--- config.mk ---
export PLATFORM = sky130hd
export DESIGN_NAME = axi_master_cmd_arb
export DESIGN_NICKNAME = d
export VERILOG_FILES = /design/src/rtl/axi_master_cmd_arb.sv
export SDC_FILE = /design/constraint.sdc
export NUM_CORES = 1
export LEC_CHECK = 0
export CORE_MARGIN = 5
export CORE_UTILIZATION = 40
export CTS_BUF_LIST = sky130_fd_sc_hd__clkbuf_4 sky130_fd_sc_hd__clkbuf_8
export CTS_CLUSTER_DIAMETER = 30
export DETAILED_ROUTE_END_ITERATION = 12
export GPL_TIMING_DRIVEN = 0
export HOLD_SLACK_MARGIN = 0.05
export PLACE_DENSITY = 0.95
export RECOVER_POWER = 100
export REMOVE_ABC_BUFFERS = 1
export SYNTH_ARGS = -nofsm -noshare
export SYNTH_HDL_FRONTEND = slang
export SYNTH_SLANG_ARGS = --single-unit
--- constraint.sdc ---
create_clock -name i_axi_clk -period 3.3 [get_ports i_axi_clk]
set_clock_uncertainty 0.05 [all_clocks]
set_input_delay 0.495 -clock i_axi_clk [delete_from_list [all_inputs] [get_ports i_axi_clk]]
set_output_delay 0.495 -clock i_axi_clk [all_outputs]
set_load 0.01 [all_outputs]
--- src/rtl/axi_master_cmd_arb.sv ---
// rtl/axi_master_cmd_arb.sv - round-robin command arbiter in front of one axi_master user port
// Optional watchdog: define AXI_ARB_TIMEOUT_EN to build the ISSUE_WAIT/BUSY cycle counter.
module axi_master_cmd_arb #(
  parameter int NUM_REQ        = 4,
  parameter int ADDR_WIDTH     = 32,
  parameter int ID_WIDTH       = 4,
  parameter int TIMEOUT_CYCLES = 1024
) (
  input  logic                          i_axi_clk,
  input  logic                          i_axi_rst,
  input  logic [NUM_REQ-1:0]            i_req,
  input  logic [NUM_REQ-1:0]            i_req_wr,
  input  logic [NUM_REQ*ADDR_WIDTH-1:0] i_req_addr,
  input  logic [NUM_REQ*8-1:0]          i_req_len,
  input  logic [NUM_REQ-1:0]            i_req_en_strb,
  output logic [NUM_REQ-1:0]            o_gnt,
  output logic [NUM_REQ-1:0]            o_done,
  output logic [ID_WIDTH-1:0]           o_resp_id,
  output logic                          o_id_err,
  output logic                          o_timeout,
  output logic                          o_start_read_stb,
  output logic                          o_start_write_stb,
  output logic [ID_WIDTH-1:0]           o_id,
  output logic [ADDR_WIDTH-1:0]         o_addr,
  output logic [7:0]                    o_data_len,
  output logic                          o_en_strb,
  input  logic                          i_ready,
  input  logic [ID_WIDTH-1:0]           i_resp_id
);

  localparam int IDXW = (NUM_REQ > 1) ? $clog2(NUM_REQ) : 1;

  localparam logic [1:0] IDLE       = 2'd0;
  localparam logic [1:0] ISSUE_WAIT = 2'd1;
  localparam logic [1:0] BUSY       = 2'd2;

  if (NUM_REQ < 2 || NUM_REQ > 16 || ID_WIDTH < IDXW || TIMEOUT_CYCLES < 1) begin : g_param_check
    $error("axi_master_cmd_arb: illegal parameter combination");
  end

  logic [1:0]            state_q, state_d;
  logic [IDXW-1:0]       last_q, last_d;
  logic [NUM_REQ-1:0]    gnt_q, gnt_d;
  logic [NUM_REQ-1:0]    done_q, done_d;
  logic                  rd_stb_q, rd_stb_d;
  logic                  wr_stb_q, wr_stb_d;
  logic [ID_WIDTH-1:0]   id_q, id_d;
  logic [ADDR_WIDTH-1:0] addr_q, addr_d;
  logic [7:0]            len_q, len_d;
  logic                  en_strb_q, en_strb_d;
  logic [ID_WIDTH-1:0]   resp_id_q, resp_id_d;
  logic                  id_err_q, id_err_d;

  logic                  found;
  logic [IDXW-1:0]       win_idx;

  // Rotating priority search: candidates are visited from last+1 upward, wrapping once.
  always_comb begin
    int              cand;
    logic [IDXW-1:0] cand_idx;
    found    = 1'b0;
    win_idx  = '0;
    cand     = 0;
    cand_idx = '0;
    for (int i = 0; i < NUM_REQ; i++) begin
      cand = int'(last_q) + 1 + i;
      if (cand >= NUM_REQ) begin
        cand = cand - NUM_REQ;
      end
      cand_idx = IDXW'(cand);
      if (!found && i_req[cand_idx]) begin
        found   = 1'b1;
        win_idx = cand_idx;
      end
    end
  end

  always_comb begin
    state_d   = state_q;
    last_d    = last_q;
    gnt_d     = gnt_q;
    done_d    = '0;
    rd_stb_d  = 1'b0;
    wr_stb_d  = 1'b0;
    id_d      = id_q;
    addr_d    = addr_q;
    len_d     = len_q;
    en_strb_d = en_strb_q;
    resp_id_d = resp_id_q;
    id_err_d  = id_err_q;
    case (state_q)
      IDLE: begin
        if (i_ready && found) begin
          state_d          = ISSUE_WAIT;
          last_d           = win_idx;
          gnt_d            = '0;
          gnt_d[win_idx]   = 1'b1;
          id_d             = ID_WIDTH'(win_idx);
          addr_d           = i_req_addr[win_idx*ADDR_WIDTH +: ADDR_WIDTH];
          len_d            = i_req_len[win_idx*8 +: 8];
          en_strb_d        = i_req_en_strb[win_idx];
          wr_stb_d         = i_req_wr[win_idx];
          rd_stb_d         = !i_req_wr[win_idx];
        end
      end
      ISSUE_WAIT: begin
        // The master acknowledges the strobe by dropping ready.
        if (!i_ready) begin
          state_d = BUSY;
        end
      end
      BUSY: begin
        if (i_ready) begin
          done_d    = gnt_q;
          resp_id_d = i_resp_id;
          if (i_resp_id != id_q) begin
            id_err_d = 1'b1;
          end
          gnt_d   = '0;
          state_d = IDLE;
        end
      end
      default: begin
        state_d = IDLE;
      end
    endcase
  end

  always_ff @(posedge i_axi_clk or negedge i_axi_rst) begin
    if (!i_axi_rst) begin
      state_q   <= IDLE;
      last_q    <= IDXW'(NUM_REQ - 1);
      gnt_q     <= '0;
      done_q    <= '0;
      rd_stb_q  <= 1'b0;
      wr_stb_q  <= 1'b0;
      id_q      <= '0;
      addr_q    <= '0;
      len_q     <= '0;
      en_strb_q <= 1'b0;
      resp_id_q <= '0;
      id_err_q  <= 1'b0;
    end else begin
      state_q   <= state_d;
      last_q    <= last_d;
      gnt_q     <= gnt_d;
      done_q    <= done_d;
      rd_stb_q  <= rd_stb_d;
      wr_stb_q  <= wr_stb_d;
      id_q      <= id_d;
      addr_q    <= addr_d;
      len_q     <= len_d;
      en_strb_q <= en_strb_d;
      resp_id_q <= resp_id_d;
      id_err_q  <= id_err_d;
    end
  end

`ifdef AXI_ARB_TIMEOUT_EN
  localparam int CNT_W = $clog2(TIMEOUT_CYCLES + 1);

  logic [CNT_W-1:0] to_cnt_q, to_cnt_d;
  logic             timeout_q, timeout_d;

  // Held at zero while idle, so every command starts counting from zero.
  always_comb begin
    to_cnt_d  = to_cnt_q;
    timeout_d = timeout_q;
    if (state_q == IDLE) begin
      to_cnt_d = '0;
    end else begin
      if (to_cnt_q != CNT_W'(TIMEOUT_CYCLES)) begin
        to_cnt_d = to_cnt_q + 1'b1;
      end
      if (to_cnt_d == CNT_W'(TIMEOUT_CYCLES)) begin
        timeout_d = 1'b1;
      end
    end
  end

  always_ff @(posedge i_axi_clk or negedge i_axi_rst) begin
    if (!i_axi_rst) begin
      to_cnt_q  <= '0;
      timeout_q <= 1'b0;
    end else begin
      to_cnt_q  <= to_cnt_d;
      timeout_q <= timeout_d;
    end
  end

  assign o_timeout = timeout_q;
`else
  assign o_timeout = 1'b0;
`endif

  assign o_gnt             = gnt_q;
  assign o_done            = done_q;
  assign o_resp_id         = resp_id_q;
  assign o_id_err          = id_err_q;
  assign o_start_read_stb  = rd_stb_q;
  assign o_start_write_stb = wr_stb_q;
  assign o_id              = id_q;
  assign o_addr            = addr_q;
  assign o_data_len        = len_q;
  assign o_en_strb         = en_strb_q;

endmodule
==> flow_summary_export.csv, run 1 <==
group,metric,value,unit
outcome,run_status,"complete, no violations",
critical_path,critical_path.reg2reg.startpoint,"last_q[1]",
synthesis,per_instance_average_area_after_synthesis,9.07,um2
drt,drcViolationCount,0,
cts,buffer_count_from_post_cts_setup_fixing,0,
layout,n_antenna_cell,0,
global_route,grt_util_all_layers,0.272,
synthesis,netlist_instances,404,
floorplan,die_height,106,um
timing,post-route-period-util,0.902,
layout,layout.cell_area.non_filler,6350,um2
drt,via_count,4449,
layout,layout-drive-gt1-share,0.0615,
cts,clkSinkCount,62,
timing,maxSlewHeadroom,0.0916,
layout,most-common-layout-cells,"175 x sky130_fd_sc_hd__clkdlybuf4s50_1, 60 x sky130_fd_sc_hd__dlygate4sd3_1, 60 x sky130_fd_sc_hd__dfrtp_1",
power,static_leakage_power,2.48,nW
floorplan,die_w,106,um
timing,worst_slew_pin_slew,1.36,ns
layout,areaGrowthSynthToFinish,73.2,%
place,placement_stage_worst_setup_slack,-0.0562,ns
critical_path,required,3.46,ns
floorplan,start_util,0.404,
drt,initialDrtViolationCount,299,
timing,period_needed,2.98,ns
timing,maxSlewViolCount,0,
power,pwr_density_cell,689,nW/um2
critical_path,crit-reg2reg-capture,"o_start_write_stb",
floorplan,pin_count,240,
cts,hold_buffers,0,
critical_path,r2r_setup_slk,0.44,ns
timing,highest_clock_rate,0.336,GHz
place,dp.final_hpwl,11500,um
place,placement.cell_area,6140,um2
global_route,grt_first_pass_wirelength,24200,um
floorplan,coreArea,9060,um2
power,p_total,4.37,mW
synthesis,synth-async-reset-ratio,1.00,
critical_path,critical_path_class,"in2reg",
layout,design.final.nets,792,
global_route,grt_start_max_net_pins,52,
drt,routed_wire_length_per_instance,21.2,um
layout,most_common_cell_after_layout_fill_and_taps_aside,"sky130_fd_sc_hd__clkdlybuf4s50_1",
timing,timing.final.ws_setup,0.324,ns
global_route,antenna_violations_before_repair,0,
timing,setup_viol,0,
timing,timing_hold_violations_final,0,
synthesis,netlist-cell-type-count,39,
timing,grt_setup_unrepaired,"no",
timing,fin_hold_ws,0.406,ns
synthesis,ys_warn_count,0,
critical_path,reg2regPathDepth,5,
critical_path,critPathMaxFanout,33,
critical_path,critPathCaptureType,"register",
cts,cts.clk_slew.worst_paths,0.08,ns
cts,cts_tree,"yes",
synthesis,syn-cell-area,3660,um2
drt,final_antenna_net_count,0,
place,portBuffers,236,
synthesis,synth_edf_count,0,
critical_path,critical_path_arrival,3.14,ns
floorplan,design.die.area,11200,um2
drt,finalWirelength,15500,um
synthesis,synth-seq-area-share,0.424,
cts,clock_latency,0.32,ns
cts,root_buffer,"sky130_fd_sc_hd__clkbuf_8",
place,gp_congestion,0.835,
global_route,global_route.overflow_total,0,
drt,first_pass_iters,5,
power,vdd.ir_drop.worst,0.000283,V
hold_path,timing.hold.worst.class,"in2async",
drt,vias_per_cell,6.10,
floorplan,fp_rows,35,
job,timing.max_cap.violations,0,
synthesis,ys.flop_type,"sky130_fd_sc_hd__dfrtp_1",
synthesis,synth.ff_latch_count,62,
global_route,first_global_vias,4703,
cts,cts_repair_resize_count,0,
cts,number_of_buffers_created_by_cts,9,
cts,max-clock-path-buffers,2,
cts,htreeDepth,3,
critical_path,worst_setup_path_start_kind,"primary input",
## sequential cells by signal, summed over array words and instances, names as in the netlist, 2 cells and up
| register | cells |
|---|---|
| last_q | 2 |
| o_addr | 32 |
| o_data_len | 8 |
| o_done | 4 |
| o_gnt | 4 |
| o_id | 2 |
| o_resp_id | 4 |
| state_q | 2 |
## per-stage QoR
stage | utilization | setup TNS [ns] | std cells
detailed placement | 0.677 | -0.133 | 713
CTS | 0.702 | 0 | 729
finish | 0.700 | 0 | 729
global route | 0.700 | 0 | 729
floorplan | - | -14.50 | 358
global placement | 0.657 | -146.90 | 705
## metal layers
| layer | GRT usage | vias up | routed length [um] |
|---|---|---|---|
| li1 | - | 1978 | - |
| met2 | 0.479 | 270 | 8150 |
| met5 | 0 | - | 0 |
| met4 | 0.116 | 0 | 448 |
| met3 | 0.0765 | 41 | 1260 |
| met1 | 0.306 | 2160 | 5610 |
## critical path, stage by stage
cell and delay [ns]:
sky130_fd_sc_hd__dlygate4sd3_1 0.69, sky130_fd_sc_hd__mux2i_1 0.18, sky130_fd_sc_hd__o22ai_1 0.11, sky130_fd_sc_hd__o21ba_1 1.14
sky130_fd_sc_hd__nand3_1 0.22, sky130_fd_sc_hd__and3_1 0.27
## synth_stat cells, drive strengths merged (2+ instances only)
cell type	count	area share
nand2b	5	0.0085
xor2	2	0.0048
dfrtp	60	0.41
clkbuf	23	0.024
o21ai	48	0.066
mux2	4	0.012
nand3	49	0.067
a221o	41	0.11
inv	6	0.0061
nor2	13	0.013
a21o	2	0.0041
o21bai	2	0.0041
or3	2	0.0034
nand2	11	0.011
o22a	41	0.098
dfstp	2	0.014
buf	25	0.037
nor3	2	0.0027
nor2b	2	0.0034
a21oi	47	0.064
and3	2	0.0034
## logic make-up (layout without fill, tap and decap cells)
family / Yosys count / after routing / share of synthesized area
xor gates and xnor gates: 3 / 3 / 0.00717
AOI/OAI and AO/OA: 191 / 191 / 0.369
muxes: 5 / 5 / 0.0150
and+or+nand+nor: 88 / 88 / 0.117
other: 1 / 3 / 0.00102
DFF: 62 / 62 / 0.424
buffers and inverters: 54 / 266 / 0.0666
## how the worst max path moves through the flow
stage	from	end	slack, ns
final	i_req[1]	o_start_write_stb	0.32
after global routing	i_req[1]	o_start_write_stb	0.17
after CTS	i_req[1]	o_addr[4]	0.29
after detailed placement	i_req[1]	o_addr[4]	-0.06
after global placement	i_req[1]	o_start_write_stb	-2.84
after floorplan	i_req[1]	o_start_write_stb	-0.43
## where the power goes
part / switching, mW / internal, mW
combinational: 1.18 / 1.14
sequential: 0.210 / 1.09
clock: 0.292 / 0.461
## cell type report
| type | count | area [um2] |
|---|---|---|
| fillers | 672 | 2720 |
| flip-flops and latches | 62 | 1550 |
| well taps | 111 | 139 |
| clock inverters | 4 | 70.1 |
| multi-input cells | 290 | 1930 |
| clock buffers | 12 | 153 |
| repair buffers | 244 | 2480 |
| inverters | 6 | 22.5 |
(Power assumes the default switching activity.)
==> run 2, diff against run 1 <==
clock period = 3.8 ns   (was 3.3 ns; I/O delays follow)
==> flow_summary_export.csv, run 2 (synthesized netlist as in run 1, its figures left out) <==
group,metric,value,unit
critical_path,cells_traversed_along_the_worst_timing_path,"dlygate4sd3_1 -> or3_1 -> nor2_1 -> or3_2 -> a221o_1 -> o22a_1",
hold_path,timing.hold.worst_endpoint,"o_addr[21]",
global_route,antenna_violations_before_repair,0,
drt,drcViolationCount,0,
cts,cts_repair_resize_count,0,
global_route,grt_start_max_net_pins,52,
timing,timing.final.ws_setup,0.749,ns
layout,most_common_cell_after_layout_fill_and_taps_aside,"sky130_fd_sc_hd__clkdlybuf4s50_1",
drt,finalWirelength,15500,um
critical_path,top_family_by_delay_on_critical_path,"simple AND/OR/NAND/NOR gates",
timing,worst_slew_pin_slew,1.45,ns
hold_path,worstHoldStart,"o_addr[21]",
critical_path,required,3.96,ns
global_route,first_global_vias,4703,
cts,number_of_buffers_created_by_cts,9,
place,gp_congestion,0.835,
cts,root_buffer,"sky130_fd_sc_hd__clkbuf_8",
cts,buffer_count_from_post_cts_setup_fixing,0,
floorplan,pin_count,240,
layout,design.final.nets,792,
cts,cts.clk_slew.worst_paths,0.06,ns
hold_path,holdPathStages,1,
critical_path,critPathCaptureType,"register",
place,placement_stage_worst_setup_slack,0.369,ns
drt,initialDrtViolationCount,252,
global_route,grt_util_all_layers,0.272,
cts,clkSinkCount,62,
timing,maxSlewViolCount,0,
cts,htreeDepth,3,
timing,fin_setup_tns,0,ns
critical_path,r2r_setup_slk,0.95,ns
drt,vias_per_cell,6.11,
layout,layout.cell_area.non_filler,6360,um2
drt,first_pass_iters,5,
critical_path,critPathMaxFanout,51,
outcome,run_status,"complete, no violations",
floorplan,coreArea,9060,um2
cts,cts_tree,"yes",
drt,via_count,4457,
critical_path,critical_path_class,"in2reg",
floorplan,start_util,0.404,
place,portBuffers,236,
timing,setup_viol,0,
timing,timing_hold_violations_final,0,
layout,most-common-layout-cells,"175 x sky130_fd_sc_hd__clkdlybuf4s50_1, 60 x sky130_fd_sc_hd__dlygate4sd3_1, 60 x sky130_fd_sc_hd__dfrtp_1",
timing,fin_hold_ws,0.451,ns
timing,maxSlewHeadroom,0.0348,
job,timing.max_cap.violations,0,
power,vdd.ir_drop.worst,0.000245,V
critical_path,worst_path_max_delay_cell,"sky130_fd_sc_hd__or3_2",
global_route,grt_first_pass_wirelength,24200,um
critical_path,worst_setup_path_start_kind,"primary input",
place,dp.final_hpwl,11500,um
power,static_leakage_power,2.48,nW
floorplan,die_height,106,um
layout,largest_reg_flops,32,
cts,hold_buffers,0,
layout,n_antenna_cell,0,
layout,areaGrowthSynthToFinish,73.6,%
cts,clock_latency,0.32,ns
timing,highest_clock_rate,0.328,GHz
floorplan,fp_rows,35,
layout,layout-drive-gt1-share,0.0615,
timing,period_needed,3.05,ns
global_route,global_route.overflow_total,0,
place,placement.cell_area,6140,um2
layout,layout.core_utilization,0.702,
timing,grt_setup_unrepaired,"no",
critical_path,crit-reg2reg-capture,"o_start_write_stb",
floorplan,design.die.area,11200,um2
critical_path,reg2regPathDepth,5,
critical_path,max_stage_delay_on_crit_path,0.89,ns
drt,routed_wire_length_per_instance,21.2,um
timing,post-route-period-util,0.803,
power,pwr_density_cell,598,nW/um2
critical_path,count_of_buffer_and_inverter_cells_on_the_critical_path,1,
cts,max-clock-path-buffers,2,
drt,final_antenna_net_count,0,
hold_path,timing.hold.worst.class,"reg2reg",
floorplan,die_w,106,um
critical_path,critical_path.reg2reg.startpoint,"last_q[1]",
critical_path,critical_path_arrival,3.21,ns
run 2: power by group:
part / internal, mW / leakage, nW / switching (mW)
combinational: 0.994 / 1.65 / 1.03
sequential: 0.945 / 0.719 / 0.183
clock: 0.400 / 0.117 / 0.254
total: 2.34 / 2.48 / 1.46
run 2: per-stage QoR:
stage               cells  total power [mW]
floorplan             358              2.06
global placement      705              3.08
detailed placement    713              3.26
CTS                   729              3.92
global route          729              4.02
finish                729              3.80
run 2: layout make-up:
class                           instances  area (um2)
Fill cell                             670        2700
Timing Repair Buffer                  244        2490
Multi-Input combinational cell        290        1930
Sequential cell                        62        1550
Clock buffer                           12         153
Tap cell                              111         139
Clock inverter                          4        70.1
Inverter                                6        22.5
run 2: layer usage:
metal	wire [um]	up-vias	GRT usage	part of all wire
met5	0	-	0	0
met4	410	0	0.116	0.026
met3	1380	36	0.0765	0.089
met2	8190	283	0.479	0.53
met1	5510	2159	0.306	0.36
li1	-	1979	-	-
run 2: worst register-to-register path, stage by stage, from the launching register on:
cell	delay, ns
sky130_fd_sc_hd__dfstp_2	0.71
sky130_fd_sc_hd__mux2i_1	0.23
sky130_fd_sc_hd__o22ai_1	0.11
sky130_fd_sc_hd__o21ba_1	1.15
sky130_fd_sc_hd__nand3_1	0.22
sky130_fd_sc_hd__and3_1	0.27
run 2: how the worst max path moves through the flow:
stage,start,cells after the start,endpoint,slack [ns]
2_1_floorplan,i_req[1],4,o_start_write_stb,-0.003
3_3_place_gp,i_req[1],5,o_start_write_stb,-2.42
4_1_cts,i_req[1],6,o_addr[4],0.71
5_1_grt,i_req[1],6,o_start_write_stb,0.60
3_5_place_dp,i_req[1],6,o_addr[4],0.37
6_report,i_req[1],6,o_addr[9],0.75
